**src/rtl/jtbubl_pkg.sv**
```systemverilog
// Shared constants for the jtbubl shared-RAM arbiter: FSM state encoding
// and requester indices.
package jtbubl_pkg;

  localparam logic [1:0] ST_IDLE  = 2'd0;
  localparam logic [1:0] ST_ACC   = 2'd1;
  localparam logic [1:0] ST_LATCH = 2'd2;

  localparam logic MAIN = 1'b0;
  localparam logic SUB  = 1'b1;

endpackage

```
**src/rtl/jtbubl_rr2.sv**
```systemverilog
// Two-way round-robin pick: a lone requester always wins, and on contention
// the side that did not win the previous contention is chosen.
module jtbubl_rr2
  import jtbubl_pkg::*;
(
  input  logic [1:0] req,
  input  logic       last,
  output logic       gnt,
  output logic       valid
);

  // Combinational winner selection
  always_comb begin
    gnt   = MAIN;
    valid = |req;
    if (req == 2'b11) begin
      gnt = ~last;
    end else if (req[1]) begin
      gnt = SUB;
    end else begin
      gnt = MAIN;
    end
  end

endmodule

```
**src/rtl/jtbubl_shared_arb.sv**
```systemverilog
// Arbiter letting the main and sub CPUs share one synchronous single-port RAM;
// each access takes IDLE -> ACC -> LATCH and the loser waits for the next IDLE.
module jtbubl_shared_arb
  import jtbubl_pkg::*;
#(
  parameter int AW = 13,
  parameter int DW = 8
) (
  input  logic          clk24,
  input  logic          rst,
  input  logic          main_cs,
  input  logic          main_wrn,
  input  logic [AW-1:0] main_addr,
  input  logic [DW-1:0] main_dout,
  input  logic          sub_cs,
  input  logic          sub_wrn,
  input  logic [AW-1:0] sub_addr,
  input  logic [DW-1:0] sub_dout,
  output logic          main_wait_n,
  output logic          sub_wait_n,
  output logic [DW-1:0] main_din,
  output logic [DW-1:0] sub_din,
  output logic [AW-1:0] ram_addr,
  output logic [DW-1:0] ram_din,
  output logic          ram_we,
  input  logic [DW-1:0] ram_dout
);

  logic [1:0]    state_q, state_d;
  logic [1:0]    served_q, served_d;
  logic          gnt_q, gnt_d;
  logic          last_q, last_d;
  logic          rd_q, rd_d;
  logic [AW-1:0] ram_addr_q, ram_addr_d;
  logic [DW-1:0] ram_din_q, ram_din_d;
  logic          ram_we_q, ram_we_d;
  logic [DW-1:0] main_din_q, main_din_d;
  logic [DW-1:0] sub_din_q, sub_din_d;

  logic [1:0] cs_s;
  logic [1:0] pend_s;
  logic       pick_gnt_s;
  logic       pick_valid_s;

  assign cs_s   = {sub_cs, main_cs};
  assign pend_s = cs_s & ~served_q;

  assign main_wait_n = !(main_cs && !served_q[0]);
  assign sub_wait_n  = !(sub_cs  && !served_q[1]);

  assign main_din = main_din_q;
  assign sub_din  = sub_din_q;
  assign ram_addr = ram_addr_q;
  assign ram_din  = ram_din_q;
  assign ram_we   = ram_we_q;

  jtbubl_rr2 u_rr (
    .req   (pend_s),
    .last  (last_q),
    .gnt   (pick_gnt_s),
    .valid (pick_valid_s)
  );

  // Next-state logic for the access FSM, RAM port and per-CPU bookkeeping
  always_comb begin
    state_d    = state_q;
    served_d   = served_q & cs_s;
    gnt_d      = gnt_q;
    last_d     = last_q;
    rd_d       = rd_q;
    ram_addr_d = ram_addr_q;
    ram_din_d  = ram_din_q;
    ram_we_d   = ram_we_q;
    main_din_d = main_din_q;
    sub_din_d  = sub_din_q;
    case (state_q)
      ST_IDLE: begin
        if (pick_valid_s) begin
          gnt_d = pick_gnt_s;
          // The pointer only moves on contention, so uncontested grants keep the turn order.
          if (pend_s == 2'b11) begin
            last_d = pick_gnt_s;
          end else begin
            last_d = last_q;
          end
          if (pick_gnt_s == SUB) begin
            ram_addr_d = sub_addr;
            ram_din_d  = sub_dout;
            ram_we_d   = !sub_wrn;
            rd_d       = sub_wrn;
          end else begin
            ram_addr_d = main_addr;
            ram_din_d  = main_dout;
            ram_we_d   = !main_wrn;
            rd_d       = main_wrn;
          end
          state_d = ST_ACC;
        end else begin
          ram_we_d = 1'b0;
          state_d  = ST_IDLE;
        end
      end
      ST_ACC: begin
        ram_we_d = 1'b0;
        state_d  = ST_LATCH;
      end
      ST_LATCH: begin
        ram_we_d = 1'b0;
        if (rd_q) begin
          if (gnt_q == SUB) begin
            sub_din_d = ram_dout;
          end else begin
            main_din_d = ram_dout;
          end
        end else begin
          main_din_d = main_din_q;
        end
        // A requester that let go mid-access stays unserved.
        served_d[gnt_q] = cs_s[gnt_q];
        state_d         = ST_IDLE;
      end
      default: begin
        ram_we_d = 1'b0;
        state_d  = ST_IDLE;
      end
    endcase
  end

  // State registers with synchronous reset
  always_ff @(posedge clk24) begin
    if (rst) begin
      state_q    <= ST_IDLE;
      served_q   <= 2'b00;
      gnt_q      <= MAIN;
      last_q     <= SUB;
      rd_q       <= 1'b0;
      ram_addr_q <= {AW{1'b0}};
      ram_din_q  <= {DW{1'b0}};
      ram_we_q   <= 1'b0;
      main_din_q <= {DW{1'b0}};
      sub_din_q  <= {DW{1'b0}};
    end else begin
      state_q    <= state_d;
      served_q   <= served_d;
      gnt_q      <= gnt_d;
      last_q     <= last_d;
      rd_q       <= rd_d;
      ram_addr_q <= ram_addr_d;
      ram_din_q  <= ram_din_d;
      ram_we_q   <= ram_we_d;
      main_din_q <= main_din_d;
      sub_din_q  <= sub_din_d;
    end
  end

endmodule

```
**config.mk**
```make
export PLATFORM = sky130hd
export DESIGN_NAME = jtbubl_shared_arb
export DESIGN_NICKNAME = d
export VERILOG_FILES = /design/src/rtl/jtbubl_pkg.sv /design/src/rtl/jtbubl_rr2.sv /design/src/rtl/jtbubl_shared_arb.sv
export SDC_FILE = /design/constraint.sdc
export NUM_CORES = 1
export LEC_CHECK = 0
export CAP_MARGIN = 20
export CORE_ASPECT_RATIO = 0.75
export CORE_MARGIN = 4
export CORE_UTILIZATION = 37
export CTS_CLUSTER_DIAMETER = 40
export CTS_CLUSTER_SIZE = 14
export DETAILED_ROUTE_END_ITERATION = 10
export PLACE_DENSITY = 0.73
export SETUP_SLACK_MARGIN = 0.5
export SLEW_MARGIN = 40
export SYNTH_ARGS = -nofsm -noshare
export SYNTH_HDL_FRONTEND = slang
export SYNTH_HIERARCHICAL = 1
export SYNTH_SLANG_ARGS = --single-unit
```
**constraint.sdc**
```tcl
create_clock -name clk24 -period 4 [get_ports clk24]
set_clock_uncertainty 0.05 [all_clocks]
set_input_delay 1 -clock clk24 [delete_from_list [all_inputs] [get_ports clk24]]
set_output_delay 1 -clock clk24 [all_outputs]
set_load 0.02 [all_outputs]
```
==> results <==
- The flow ran to the end, and the final reports show no timing, DRC or antenna violations.
- At the end of the flow, the number of nets in the layout was 337.
- The die extent in y is 69.7 microns.
- Setup violations remaining at the end of the flow were counted as 0.
- The global routing usage summed across all routing layers is 13.6%.
- The startpoint identified for the worst register-to-register timing path is served_q[1].
- The iteration-0 DRC count of the detailed router is 49.
- Setup repair after global routing left no endpoint under its margin.
- The clock tree buffer depth is 2.
- The number of endpoints with negative hold slack in the final report is 0.
- The path class of the tightest hold or removal check is reg2reg.
- The max-capacitance violation count is 0.
- In this run the clock root is driven by a sky130_fd_sc_hd__clkbuf_8.
- The startpoint of the worst hold path is sub_din[1].
- The classification of the worst setup path is in2out.
- Power spread over the standard cell area amounts to 372 nW/um^2.
- Once detail routing completed, the nets flagged for antenna violations numbered 0.
- The area used by sequential logic in the layout is 901 sq um.
- CTS built an H-tree with a depth of 2.
- The number of placed I/O pins is 96.
- The end point of the most critical hold path is sub_din[1].
- The relative slew slack is 57.2%.
- The category of the worst setup path capture point is an output port.
- The floorplan step defined a die boundary enclosing 6300 sq um.
- The count of warnings emitted by yosys is 6.
- A synthesized cell averages 9.85 sq um.
- Entering global routing, the biggest net connects 48 pins.
- The first global-routing pass estimated 6930 microns of wire.
- The via density per instance is 4.63.
- The worst hold slack is 0.405 ns.
- In the final layout, the multi-input gates occupy 897 sq um.
- The net count of the mapped netlist is 247.
- The post-route netlist has 8.87% of its cells at a drive strength greater than 1.
- The die is 90.3 microns wide.
- The via count of the first global-routing pass is 1454.
- After synthesis, the netlist uses 25 different library cells.
- The number of buffers inserted by port buffering is 95.
- The clock transition time at the flip-flop clock pins of the worst setup and hold paths is 0.08 ns.
- The number of core rows is 22.
- The clock reaches the later pin of the worst-skew pair after 0.28 ns.
- The critical path launch point type is a primary input.
- Cells fill 60.8% of the core in the end.
- After synthesis the netlist holds a flip-flop and latch count of 45.
- After clock tree synthesis, the setup repair step added 0 buffers.
- Detailed routing inserted a total of 1585 vias.
- Relative to the synthesized area, the layout overhead comes to 58.4%.
- The max-slew violation count is 0.
- The length in cells of the worst reg-to-reg path is 5.
- The remaining global-route overflow is 0.
- The leakage power is 0.00109 uW.
- In the final routed layout, each cell accounts on average for 12.8 microns.
- Counting I/O delays and the setup requirement, the final critical path takes 3.44 ns.
- TritonCTS built the clock tree.
- In the routed design, unresolved DRC markers number 0.
- The sequential area share after synthesis is 47.9%.
- The area of the mapped netlist is 1880 sq um.
- The endpoint identified for the worst register-to-register timing path is ram_din[5].
- The count of clock tree sinks is 45.
- The number of fillers in the final layout is 442.
- The initial antenna violation count is 0.
- The number of resized instances in the post-cts repair step is 0.
- Across the VDD grid, the largest voltage drop is 0.211 mV.
- For the pin with the worst max-slew slack, the measured transition is 0.640 ns.
- At the worst endpoint, the required time is 2.95 ns.
- The number of clock buffers added by TritonCTS is 5.
- Summed over all nets, the half-perimeter wirelength after detailed placement is 3310 microns.
- The detailed-route wire length is 4390 microns.
- In the finished design, the share of the clock period the worst path needs comes to 86.0%.
- At the worst endpoint, the arrival time is 2.39 ns.
- For this configuration, the core starts out at a cell density of 38.4%.
- After routing, the total negative slack on setup checks comes to 0 ns.
- The maximum clock rate is 0.291 GHz.
- For flop-to-flop paths, the worst setup slack is 2.07 ns.
- Routability-driven placement finished with a final weighted congestion of 0.685.
- The power consumption is 1110 uW.
- The biggest fanout along the worst timing path is 4.
- For this design, the CTS-stage hold fixing added 0 buffers.
- The core region is 4900 sq um.
- The number of antenna diodes in the final layout is 0.
- The post-synthesis instance total is 191.
- The detailed-routing iteration count for the pre-antenna-repair pass is 4.
- Counting instances, the worst hold path has a depth of 2.
-- cells by family (layout without fill, tap and decap cells) --
kind of cell           Yosys count  count (layout)  synth area share (%)
AO/OA/AOI/OAI                   33              33                  14.6
buffers and inverters           19             110                  5.32
flip-flops                      45              45                  47.9
multiplexers                    32              32                  17.0
AND/OR/NAND/NOR                 62              62                  15.1
-- state kept, by name, indices dropped and copies added, names as in the netlist --
signal,count
ram_addr,13
main_din,8
ram_din,8
sub_din,8
served_q,2
state_q,2
gnt_q,1
last_q,1
ram_we,1
rd_q,1
-- area by class of cell --
cell class              count  area share [%]
clock buffers               6            2.77
clock inverters             2            1.26
inverters                   4           0.504
multi-input cells         127            30.1
flip-flops and latches     45            30.2
well taps                  60            2.52
repair buffers             98            32.6
-- power breakdown --
| group | internal, uW | switching, uW |
|---|---|---|
| clock | 203 | 145 |
| sequential | 480 | 18.5 |
| combinational | 141 | 121 |
-- worst max-delay path, stage by stage --
cell and delay, ns:
sky130_fd_sc_hd__clkdlybuf4s50_1 0.46, sky130_fd_sc_hd__nor2b_1 0.32, sky130_fd_sc_hd__inv_1 0.07, sky130_fd_sc_hd__clkdlybuf4s50_1 0.54
-- layer usage --
| metal | routed length [microns] | up-vias | GRT usage, % |
|---|---|---|---|
| met3 | 311 | 2 | 4.88 |
| met5 | 0 | - | 0 |
| met2 | 2080 | 46 | 21.6 |
| met4 | 36 | 0 | 4.07 |
| met1 | 1960 | 694 | 17.4 |
| li1 | - | 843 | - |
-- cell usage after synthesis --
cell type                  count  area [sq um]
sky130_fd_sc_hd__dfxtp_1      45           901
sky130_fd_sc_hd__nor2_1       33           124
sky130_fd_sc_hd__mux2i_1      32           320
sky130_fd_sc_hd__nand2_1      16          60.1
sky130_fd_sc_hd__a211oi_1     12          90.1
sky130_fd_sc_hd__a211oi_2     10           125
sky130_fd_sc_hd__a21oi_1       8          40.0
sky130_fd_sc_hd__buf_2         5          25.0
sky130_fd_sc_hd__clkbuf_1      5          18.8
sky130_fd_sc_hd__inv_1         4          15.0
sky130_fd_sc_hd__buf_4         3          22.5
sky130_fd_sc_hd__nor2b_1       3          18.8
sky130_fd_sc_hd__a31oi_1       2          12.5
sky130_fd_sc_hd__nor3b_1       2          15.0
sky130_fd_sc_hd__a21boi_1      1          7.51
sky130_fd_sc_hd__and2_1        1          6.26
sky130_fd_sc_hd__and4b_1       1          10.0
sky130_fd_sc_hd__and4bb_2      1          12.5
sky130_fd_sc_hd__buf_6         1          11.3
sky130_fd_sc_hd__clkbuf_4      1          7.51
sky130_fd_sc_hd__nand3_1       1          5.00
sky130_fd_sc_hd__nand4b_1      1          8.76
sky130_fd_sc_hd__nor3_1        1          5.00
sky130_fd_sc_hd__nor3b_2       1          12.5
sky130_fd_sc_hd__or2_1         1          6.26
-- worst max path at each step --
| stage | startpoint | endpoint | slack, ns | depth (start not counted) |
|---|---|---|---|---|
| global placement | main_cs | main_wait_n | 0.58 | 4 |
| global route | main_cs | main_wait_n | 0.51 | 4 |
| finish | main_cs | main_wait_n | 0.56 | 4 |
| CTS | main_cs | main_wait_n | 0.56 | 4 |
| floorplan | main_cs | main_wait_n | 1.62 | 2 |
| detailed placement | main_cs | main_wait_n | 0.56 | 4 |
-- stage by stage --
| step | cell area, sq um | std cells | setup WS, ns |
|---|---|---|---|
| after CTS | 2980 | 342 | 0.556 |
| after floorplan | 1880 | 191 | 1.62 |
| after global placement | 2860 | 334 | 0.576 |
| after detailed placement | 2860 | 334 | 0.564 |
| final | 2980 | 342 | 0.559 |
| after global routing | 2980 | 342 | 0.509 |
-- cell usage in the layout (no fill, tap or decap), types with 2 or more instances in the layout --
master	n
sky130_fd_sc_hd__a211oi_2	10
sky130_fd_sc_hd__nor2_1	33
sky130_fd_sc_hd__inv_1	4
sky130_fd_sc_hd__nand2_1	16
sky130_fd_sc_hd__nor2b_1	3
sky130_fd_sc_hd__a211oi_1	12
sky130_fd_sc_hd__mux2i_1	32
sky130_fd_sc_hd__clkdlybuf4s50_1	94
sky130_fd_sc_hd__nor3b_1	2
sky130_fd_sc_hd__dfxtp_1	45
sky130_fd_sc_hd__a21oi_1	8
sky130_fd_sc_hd__buf_4	4
sky130_fd_sc_hd__clkbuf_8	6
sky130_fd_sc_hd__a31oi_1	2
No activity file was read; power rests on OpenSTA's default activity.
